### config.mk
export PLATFORM = sky130hd
export DESIGN_NAME = dsp_result_collector
export DESIGN_NICKNAME = d
export VERILOG_FILES = /design/src/rtl/dsp_collect_pkg.sv /design/src/rtl/dsp_valid_delay.sv /design/src/rtl/dsp_result_collector.sv
export SDC_FILE = /design/constraint.sdc
export NUM_CORES = 1
export LEC_CHECK = 0
export CELL_PAD_IN_SITES_DETAIL_PLACEMENT = 1
export CELL_PAD_IN_SITES_GLOBAL_PLACEMENT = 1
export CORE_MARGIN = 3
export CORE_UTILIZATION = 50
export CTS_CLUSTER_DIAMETER = 80
export DETAILED_ROUTE_END_ITERATION = 6
export PLACE_DENSITY = 0.86
export SLEW_MARGIN = 10
export SYNTH_ARGS = -nofsm -noshare
export SYNTH_HDL_FRONTEND = slang
export SYNTH_HIERARCHICAL = 1
export SYNTH_SLANG_ARGS = --single-unit
### constraint.sdc
create_clock -name clk -period 12.2 [get_ports clk]
set_input_delay 2.44 -clock clk [delete_from_list [all_inputs] [get_ports clk]]
set_output_delay 2.44 -clock clk [all_outputs]
set_load 0.02 [all_outputs]
### src/rtl/dsp_collect_pkg.sv
// Shared constants and width helpers for the DSP result collector.
package dsp_collect_pkg;

  // Deepest DSP pipeline the delay line supports.
  localparam int LAT_MAX   = 8;
  // Largest FIFO the collector is meant to be built with.
  localparam int DEPTH_MAX = 64;
  // Width of the in-flight counter, enough to hold 0..LAT_MAX.
  localparam int FLIGHT_W  = $clog2(LAT_MAX + 1);

  // Width of a FIFO pointer (ptr_t) for a given depth.
  function automatic int ptr_w(input int depth);
    return (depth > 1) ? $clog2(depth) : 1;
  endfunction

  // Width of an occupancy count (cnt_t) that must reach the full depth value.
  function automatic int cnt_w(input int depth);
    return $clog2(depth) + 1;
  endfunction

endpackage

### src/rtl/dsp_valid_delay.sv
// 1-bit valid delay line that mirrors the ce-gated DSP register pipeline.
// LATENCY=0 collapses to a wire, like a bypassed DSP stage.
module dsp_valid_delay
  import dsp_collect_pkg::*;
#(
  parameter int LATENCY = 4
) (
  input  logic clk,
  input  logic rst,
  input  logic ce,
  input  logic in_bit,
  output logic out_bit
);

  // Depths beyond the supported maximum are clamped.
  localparam int LAT = (LATENCY > LAT_MAX) ? LAT_MAX : LATENCY;

  generate
    if (LAT == 0) begin : g_bypass
      // in_bit is already qualified by ce upstream.
      assign out_bit = in_bit;
    end else begin : g_pipe
      logic [LAT-1:0] stage_q;
      logic [LAT-1:0] stage_d;

      // Shift one stage per enabled clock, exactly like the DSP registers.
      always_comb begin
        stage_d = stage_q;
        if (ce) begin
          stage_d[0] = in_bit;
          for (int i = 1; i < LAT; i++) begin
            stage_d[i] = stage_q[i-1];
          end
        end
      end

      // Stage register with synchronous clear.
      always_ff @(posedge clk) begin
        if (rst) begin
          stage_q <= '0;
        end else begin
          stage_q <= stage_d;
        end
      end

      // The result is only on dsp_p during an enabled clock.
      assign out_bit = stage_q[LAT-1] & ce;
    end
  endgenerate

endmodule

### src/rtl/dsp_result_collector.sv
// Collects DSP48A1 P results into a small FIFO and issues credit-based
// in_ready so the non-stallable pipeline can never overrun it.
// Optional sticky protocol-violation flag: define DSP_COLLECT_ERR_EN.
module dsp_result_collector
  import dsp_collect_pkg::*;
#(
  parameter int WIDTH   = 48,
  parameter int LATENCY = 4,
  parameter int DEPTH   = 8
) (
  input  logic                   clk,
  input  logic                   rst,
  input  logic                   ce,
  input  logic                   in_valid,
  output logic                   in_ready,
  input  logic [WIDTH-1:0]       dsp_p,
  output logic [WIDTH-1:0]       out_data,
  output logic                   out_valid,
  input  logic                   out_ready,
  output logic [$clog2(DEPTH):0] count
`ifdef DSP_COLLECT_ERR_EN
  ,
  output logic                   err
`endif
);

  localparam int PTR_W = ptr_w(DEPTH);
  localparam int CNT_W = cnt_w(DEPTH);

  logic [WIDTH-1:0]    mem [DEPTH];
  logic [PTR_W-1:0]    wr_ptr_q, wr_ptr_d;
  logic [PTR_W-1:0]    rd_ptr_q, rd_ptr_d;
  logic [CNT_W-1:0]    count_q, count_d;
  logic [FLIGHT_W-1:0] in_flight_q, in_flight_d;
  logic [WIDTH-1:0]    data_q, data_d;
  logic                accept;
  logic                arrive;
  logic                pop;

  // Credits come only from registered counters; a pop frees its slot next cycle.
  always_comb begin
    in_ready = !rst && ((32'(in_flight_q) + 32'(count_q)) < 32'(DEPTH));
  end

  assign accept    = in_valid & in_ready & ce;
  assign out_valid = (count_q != '0);
  assign pop       = out_valid & out_ready;
  assign out_data  = data_q;
  assign count     = count_q;

  dsp_valid_delay #(
    .LATENCY (LATENCY)
  ) u_valid_delay (
    .clk     (clk),
    .rst     (rst),
    .ce      (ce),
    .in_bit  (accept),
    .out_bit (arrive)
  );

  // Next-state for pointers, counters and the registered head.
  always_comb begin
    wr_ptr_d    = wr_ptr_q;
    rd_ptr_d    = rd_ptr_q;
    count_d     = count_q;
    in_flight_d = in_flight_q;
    if (arrive) wr_ptr_d = wr_ptr_q + PTR_W'(1);
    if (pop)    rd_ptr_d = rd_ptr_q + PTR_W'(1);
    unique case ({arrive, pop})
      2'b10:   count_d = count_q + CNT_W'(1);
      2'b01:   count_d = count_q - CNT_W'(1);
      default: count_d = count_q;
    endcase
    unique case ({accept, arrive})
      2'b10:   in_flight_d = in_flight_q + FLIGHT_W'(1);
      2'b01:   in_flight_d = in_flight_q - FLIGHT_W'(1);
      default: in_flight_d = in_flight_q;
    endcase
    // The head after this cycle is the word being written when the FIFO
    // drains to it, otherwise the stored word at the new read pointer.
    if (arrive && (wr_ptr_q == rd_ptr_d)) begin
      data_d = dsp_p;
    end else begin
      data_d = mem[rd_ptr_d];
    end
  end

  // Result storage; never reset, contents are meaningless until written.
  always_ff @(posedge clk) begin
    if (arrive) begin
      mem[wr_ptr_q] <= dsp_p;
    end
  end

  // Control state with synchronous reset that discards everything in flight.
  always_ff @(posedge clk) begin
    if (rst) begin
      wr_ptr_q    <= '0;
      rd_ptr_q    <= '0;
      count_q     <= '0;
      in_flight_q <= '0;
      data_q      <= '0;
    end else begin
      wr_ptr_q    <= wr_ptr_d;
      rd_ptr_q    <= rd_ptr_d;
      count_q     <= count_d;
      in_flight_q <= in_flight_d;
      data_q      <= data_d;
    end
  end

`ifdef DSP_COLLECT_ERR_EN
  logic err_q, err_d;

  // Sticky flag for a beat offered while no credit was available.
  always_comb begin
    err_d = err_q | (in_valid & ce & ~in_ready);
  end

  // Flag register, cleared only by reset.
  always_ff @(posedge clk) begin
    if (rst) begin
      err_q <= 1'b0;
    end else begin
      err_q <= err_d;
    end
  end

  assign err = err_q;
`endif

endmodule

After elaboration in Yosys (flattened, before gate mapping)
Memory sizes are Yosys's and may differ from the RTL's. A register that Yosys moved wholly into a read port is not among the register bits.
Cells that the tools add are included.
- memories kept: 1
- memory bits (read-only): 0
- input bits: 53
- word-level logic and storage cells: 32
- flip-flop bits (word level): 18
- latch bits: 0
- bits in writable memories: 384
- memory list (name ; words ; bits a word ; rd ports ; clocked after memory_dff ; wr ports ; line ; RTL):
    mem ; 8 ; 48 ; 1 ; 1 ; 1 ; dsp_result_collector.sv:30 ; logic [WIDTH-1:0] mem [DEPTH];
- bitwise gates (word level): 4
- add/sub/neg operators: 7
- div/mod/pow operators: 0
- muxes and demuxes: 5
- reduce and logical (&&, ||, !) cells: 5
- eq/ne operators: 4
- order comparisons: 1
- shift operators: 0
- $mul: 0
- operator list (cell ; count):
    4-bit one-hot mux with 2 select lines ; 2
    4-bit by 1-bit adder with 4-bit output (second input constant) ; 2
    4-bit by 1-bit subtractor with 4-bit output (second input constant) ; 2
    3-bit by 1-bit adder with 3-bit output (second input constant) ; 2
    4-bit by 4-bit adder with 5-bit output ; 1
    5-bit by 4-bit less-than comparator with 1-bit output (second input constant) ; 1
    1-bit bitwise AND ; 4
    2-bit by 1-bit equality test with 1-bit output (second input constant) ; 2
    2-bit equality test (second input constant) ; 2
    2-bit nonzero test ; 2
    4-bit nonzero test ; 1
    3-bit two-way mux ; 1
    1-bit two-way mux ; 2
    1-bit logical AND ; 1
    1-bit logical NOT ; 1

Depth between registers and ports, before layout
Gate-level depths: netlist (run 1).
- word-level depth: 7
- gate-level depth with buffers: 11
- mapped depth without buffers: 11

Modules after synthesis
Netlist (run 1), hierarchy kept.
- modules (own cells, without submodules) (module ; cells an instance ; area each (sq um) ; instances):
    dsp_result_collector ; 1124 ; 17729.5 ; 1
    dsp_valid_delay ; 14 ; 153.9 ; 1

Least setup slack after synthesis (run 1)
Ideal clock, no wire load.
- kind: input port to flip-flop
- start: input ce
- end: memory mem[0][0] (enable)
- arrival time: 6.373 ns
- required time: 11.687 ns
- library setup time: 0.513 ns
- buffers on the path: 2
- slack: 5.314 ns
- stages: 5
- cell sequence: buf_6 -> and2_2 -> clkbuf_1 -> nand2b_1 -> nor3_1
- cells in the longest elaborated chain, start to end: 3
- ends and longest elaborated chain (element ; line ; RTL):
    start: declaration ; dsp_result_collector.sv:13 ; input logic ce,
    1-bit bitwise AND ; dsp_valid_delay.sv:47 ; assign out_bit = stage_q[LAT-1] & ce;
    net arrive ; dsp_result_collector.sv:37 ; logic arrive;
    1-bit two-way mux ; dsp_result_collector.sv:90 ; if (arrive) begin
    1-bit two-way mux (implied by the code) ; dsp_result_collector.sv:91 ; mem[wr_ptr_q] <= dsp_p;
    end: declaration ; dsp_result_collector.sv:30 ;
The timed path passes the listed nets, and every way through them passes these cells.

Worst setup path after layout (run 1)
- start: input rst
- end: output in_ready
- cells in the longest elaborated chain, start to end: 2
- ends and longest elaborated chain (element ; line ; RTL):
    start: declaration ; dsp_result_collector.sv:12 ; input logic rst,
    1-bit logical NOT ; dsp_result_collector.sv:42 ; in_ready = !rst && ((32'(in_flight_q) + 32'(count_q)) < 32'(DEPTH));
    1-bit logical AND ; dsp_result_collector.sv:42 ;
    end: declaration ; dsp_result_collector.sv:15 ; output logic in_ready,
No other way between the ends.

==> flow_summary.ini, run 1 <==
[timing]
tightest_slew_ns = 1.104
finalCritPeriodShare_pct = 51.68
report.final.hold_viol_count = 0
slew_viol_final = 0
timing.max_slew.rel_slack_pct = 26.38
period_needed_ns = 6.305
final.setup.tns_ns = 0
finalSetupViolCount = 0
rsz0062_at_grt = no
fin_worst_skew_ns = 0.01618
clock.fmax_ghz = 0.1586

[drt]
ant_nets = 0
drc_errors = 0
routed_wl_um = 47830
viasPerCell = 6.350
drt_first_iter_violations = 1005
routedWlPerCell_um = 27.81
detailedRoute.firstPassIterationCount = 5
vias = 10922

[final_layout]
layout-area-overhead-vs-synth_pct = 17.48
layout-drive-gt1-share_pct = 12.27
post_layout_nets = 1293
fin_util_pct = 60.23

[synth]
synth_async_sr_flop_share_pct = 0
synth-seq-area-share_pct = 71.87
synthMostInstantiatedCell = edfxtp_1
synth.top_cells.by_area = edfxtp_1 (64%), dfxtp_1 (7.4%), mux2i_1 (5.8%)
syn_inst = 1138
synth_seq_cells = 450
synth_nets = 1204
yosysWarnings = 6
syn_area_um2 = 17880
synth_largest_type_area_fraction_pct = 64.48
postSynth.topFlopCell = edfxtp_1
netlist_top_cells_count = edfxtp_1 (384), nand2_1 (200), mux2i_1 (103)
synthesis.area_per_instance_um2 = 15.71
synth_area_leader_cell = edfxtp_1
netlist-cell-type-count = 40
synth_enable_flop_cells = 384

[grt]
grt.total_usage_pct = 24.86
antenna_found_initial = 5
global_route_wire_length_before_repair_um = 72940
vias_in_the_first_global_route = 12095
global_route.overflow_total = 0
largest_net_degree_at_the_start_of_global_routing = 78

[floorplanning]
design.portCount = 107
core_region_area_um2 = 34880
die_h_um = 195.1
die_width_um = 195.1
area_enclosed_by_the_die_boundary_um2 = 38070
placement_rows = 68
initial_core_util_pct = 51.27

[clocking]
cts_inserted_buffers = 46
cts_sinks = 450
cts_htree_levels = 2
clkTransAtPathRegs_ns = 0.06
postCtsSetupBuffers = 0
clk-insertion-delay-late_ns = 0.55
cts_hold_repair.buffers = 0
cts_repair_resize_count = 0
clock_path_buffers = 3
clock_tree.root_cell = clkbuf_16
cts_tree = yes

[hold_path]
hold-path-cell-count = 2
hp-class = reg -> reg

[power_and_ir_drop]
power.density_cell_area_nw_per_um2 = 154.2
total_leakage_power_nw = 7.578
total_chip_power_mw = 3.239
peakVddDrop_mv = 0.1172

[setup_path]
worst-setup-path-type = in -> out
worstPathRequired_ns = 9.76
timing.critical_path.from_type = primary input
endpoint_kind = output pin
timing.reg2reg.worst_path_depth = 8
timing.critical_path.arrival_ns = 3.87
cp_max_fo = 12

[placed_design]
place.gp.congestion = 0.7135
place_hpwl_um = 24170
portBuffers = 106

[status]
status = finished, final reports clean

[job]
max_cap_viol_count = 0
worst max-delay path, cell delays in order:
cell	delay [ns]
buf_4	0.16
or4_1	0.46
a21oi_1	0.17
clkdlybuf4s50_1	0.63
area by class of cell:
class	count	area, um2
fillers	3176	13870
flip-flops and latches	450	12850
multi-input cells	589	4715
clock buffers	60	1245
repair buffers	128	1224
well taps	455	569.3
clock inverters	24	351.6
inverters	12	47.55
diodes	2	5.005
registers in the layout, summed over array words and instances, names as in the netlist:
register / cells
count: 4
u_valid_delay/g_pipe.stage_q: 4
in_flight_q: 4
mem: 384
out_data: 48
wr_ptr_q: 3
rd_ptr_q: 3
stage by stage:
step | std cells | hold WS, ns | area [um2] | setup slack [ns]
after floorplan | 1138 | 0.4520 | 17880 | 5.314
after global placement | 1634 | 0.4684 | 19410 | 5.860
after detailed placement | 1634 | 0.4943 | 19410 | 5.887
after CTS | 1718 | 0.5115 | 21000 | 5.886
after global routing | 1720 | 0.5671 | 21010 | 5.788
final | 1720 | 0.5098 | 21010 | 5.895
logic make-up (layout without fill, tap and decap cells):
group / count (synthesis) / in the layout / synth area share, %
mux: 103 / 103 / 5.765
xor+xnor: 13 / 13 / 0.6787
compound gates: 216 / 216 / 12.77
other cells: 0 / 2 / 0
fa+ha+maj: 13 / 13 / 0.9935
simple gates: 244 / 244 / 5.373
buf+inv: 99 / 224 / 2.554
flops: 450 / 450 / 71.87
placed cells by master (no fill, tap or decap), drive strengths merged, types with 3 or more instances in the layout:
cell and n:
o2111ai 48, nor2 26, ha 11, clkinvlp 4, clkinv 10, clkbuf 60, nand2b 4, or3 3
a21oi 10, xnor2 7, dfxtp 66, o41ai 49, inv 13, buf 23, bufinv 9, xor2 6
a32o 96, clkdlybuf4s50 105, mux2i 103, nand2 200, edfxtp 384
layer usage:
metal	vias up	wire, um	track usage, %
met4	6	1324	9.374
met3	110	3370	4.727
li1	4690	-	-
met5	-	35	0
met1	5651	18830	31.53
met2	465	24260	42.73
power by group:
part	internal, mW	total, mW	switching, mW
registers	1.67	1.67	0.00337
logic	0.0305	0.0747	0.0442
clock network	0.910	1.49	0.579
total	2.61	3.24	0.627
path summary, 6_finish.rpt:
path                               startpoint                           to  slack [ns]
hold / removal    in_flight_q[3]$_SDFFE_PP0P_  in_flight_q[3]$_SDFFE_PP0P_        0.51
setup / recovery                          rst                     in_ready        5.89
setup reg to reg        count[0]$_SDFFE_PP0P_      out_data[42]$_SDFF_PP0_        8.10
hold reg to reg   in_flight_q[3]$_SDFFE_PP0P_  in_flight_q[3]$_SDFFE_PP0P_        0.51
(Power assumes the default switching activity.)
==> run 2: changes to the inputs <==
--- a/config.mk
+++ b/config.mk
@@ -8,10 +8,10 @@
 export CELL_PAD_IN_SITES_DETAIL_PLACEMENT = 1
 export CELL_PAD_IN_SITES_GLOBAL_PLACEMENT = 1
 export CORE_MARGIN = 3
-export CORE_UTILIZATION = 50
+export CORE_UTILIZATION = 45
 export CTS_CLUSTER_DIAMETER = 80
 export DETAILED_ROUTE_END_ITERATION = 6
-export PLACE_DENSITY = 0.86
+export PLACE_DENSITY = 0.82
 export SLEW_MARGIN = 10
 export SYNTH_ARGS = -nofsm -noshare
 export SYNTH_HDL_FRONTEND = slang
==> constraint.sdc (replaced) <==
create_clock -name clk -period 5.8 [get_ports clk]
set_input_delay 1.16 -clock clk [delete_from_list [all_inputs] [get_ports clk]]
set_output_delay 1.16 -clock clk [all_outputs]
set_load 0.02 [all_outputs]
==> run 2 against run 1 <==
Against the previous run:
- power up 110%
- clock power up 110%
- final cell count is 3.7% higher
- combinational power rose by 110%
- critical path type unchanged
- sequential power increased by 110%
==> flow_summary.ini, run 2 (synthesis gave the netlist of run 1 again) <==
[grt]
global_route_wire_length_before_repair_um = 70900
antenna_found_initial = 4
grt.total_usage_pct = 22.19
global_route.overflow_total = 0
vias_in_the_first_global_route = 11652
largest_net_degree_at_the_start_of_global_routing = 101

[drt]
detailedRoute.firstPassIterationCount = 5
vias = 10762
ant_nets = 0
drt_first_iter_violations = 833
routed_wl_um = 46830
drc_errors = 0
viasPerCell = 6.036
routedWlPerCell_um = 26.26

[timing]
final.setup.tns_ns = 0
report.final.hold_viol_count = 0
slew_viol_final = 0
period_needed_ns = 3.849
tightest_slew_ns = 1.194
clock.fmax_ghz = 0.2598
timing.max_slew.rel_slack_pct = 20.39
rsz0062_at_grt = no
finalSetupViolCount = 0
finalCritPeriodShare_pct = 66.36
fin_worst_skew_ns = 0.02258

[final_layout]
max_flop_register = mem
mostFrequentLayoutCells = edfxtp_1 (384), nand2_1 (199), clkdlybuf4s50_1 (105), mux2i_1 (102), a32o_1 (96)
post_layout_nets = 1291
layout.cells.most_common = edfxtp_1
filler_cell_count = 3622
layout-drive-gt1-share_pct = 12.36
largest_reg_flops = 384
layout-area-overhead-vs-synth_pct = 18.33

[floorplanning]
area_enclosed_by_the_die_boundary_um2 = 42170
die_width_um = 205.4
placement_rows = 72
initial_core_util_pct = 45.95
core_region_area_um2 = 38920
design.portCount = 107
die_h_um = 205.4

[clocking]
clock_path_buffers = 3
cts_inserted_buffers = 46
cts_hold_repair.buffers = 0
postCtsSetupBuffers = 0
cts_tree = yes
clk-insertion-delay-late_ns = 0.56
clkTransAtPathRegs_ns = 0.06
cts_htree_levels = 2
clock_tree.root_cell = clkbuf_16
cts_sinks = 450
cts_repair_resize_count = 0

[power_and_ir_drop]
power.density_cell_area_nw_per_um2 = 323.9
total_chip_power_mw = 6.855
peakVddDrop_mv = 0.2703
total_leakage_power_nw = 7.622

[status]
status = finished, final reports clean

[placed_design]
place_hpwl_um = 23630
place.gp.congestion = 0.7054
portBuffers = 106

[hold_path]
hp-class = reg -> reg

[setup_path]
endpoint_kind = output pin
worstPathRequired_ns = 4.64
reg2reg_setup_slack_ns = 2.54
timing.critical_path.from_type = primary input
worst-setup-path-type = in -> out
cp_max_fo = 16
timing.critical_path.arrival_ns = 2.69

[job]
max_cap_viol_count = 0
## run 2: changes by cell type in the layout (fill, tap and decap cells not counted)
cell,before,now
clkinv_8,0,2
clkinv_2,4,7
clkinv_1,6,2
clkbuf_1,11,13
clkbuf_8,2,4
buf_4,23,17
diode_2,2,3
clkinvlp_4,4,1
buf_12,0,4
inv_6,1,0
## run 2: worst max-delay path: stages
cell	delay, ns
buf_4	0.18
or4_1	0.48
a21oi_1	0.22
clkdlybuf4s50_1	0.65
## run 2: area by class of cell
class / instances / area (um2) / area share (%)
inverters: 12 / 47.55 / 0.2247
flip-flops and latches: 450 / 12850 / 60.73
clock buffers: 64 / 1280 / 6.049
multi-input cells: 589 / 4715 / 22.28
repair buffers: 126 / 1259 / 5.948
diodes: 3 / 7.507 / 0.03548
clock inverters: 21 / 352.8 / 1.667
well taps: 518 / 648.1 / 3.063
## run 2: worst paths after layout
check / to / startpoint / depth (start not counted)
min: in_flight_q[3]$_SDFFE_PP0P_ / in_flight_q[3]$_SDFFE_PP0P_ / 2
max reg2reg: out_data[44]$_SDFF_PP0_ / count[0]$_SDFFE_PP0P_ / 6
max: in_ready / rst / 4
min reg2reg: in_flight_q[3]$_SDFFE_PP0P_ / in_flight_q[3]$_SDFFE_PP0P_ / 2
## run 2: metrics by stage
| step | setup slack [ns] | hold WS [ns] | cell area, um2 | utilization, % | std cells |
|---|---|---|---|---|---|
| floorplan | 0.1940 | 0.4520 | 17880 | - | 1138 |
| global placement | 1.874 | 0.4684 | 19520 | 50.16 | 1695 |
| detailed placement | 1.788 | 0.4952 | 19520 | 50.16 | 1695 |
| CTS | 1.941 | 0.5030 | 21150 | 54.36 | 1780 |
| global route | 1.855 | 0.5419 | 21160 | 54.37 | 1782 |
| finish | 1.951 | 0.5018 | 21160 | 54.38 | 1783 |
## run 2: layer usage
layer	track usage (%)	routed length (um)	vias to the layer above
met2	38.61	24130	371
met1	28.08	18570	5626
met3	4.113	2970	81
li1	-	-	4682
met5	0	13	-
met4	7.371	1135	2
## run 2: report_power, final
group	switching (mW)	internal [mW]	total, mW
Sequential	0.00760	3.52	3.52
Clock	1.23	1.95	3.17
Combinational	0.0926	0.0640	0.157
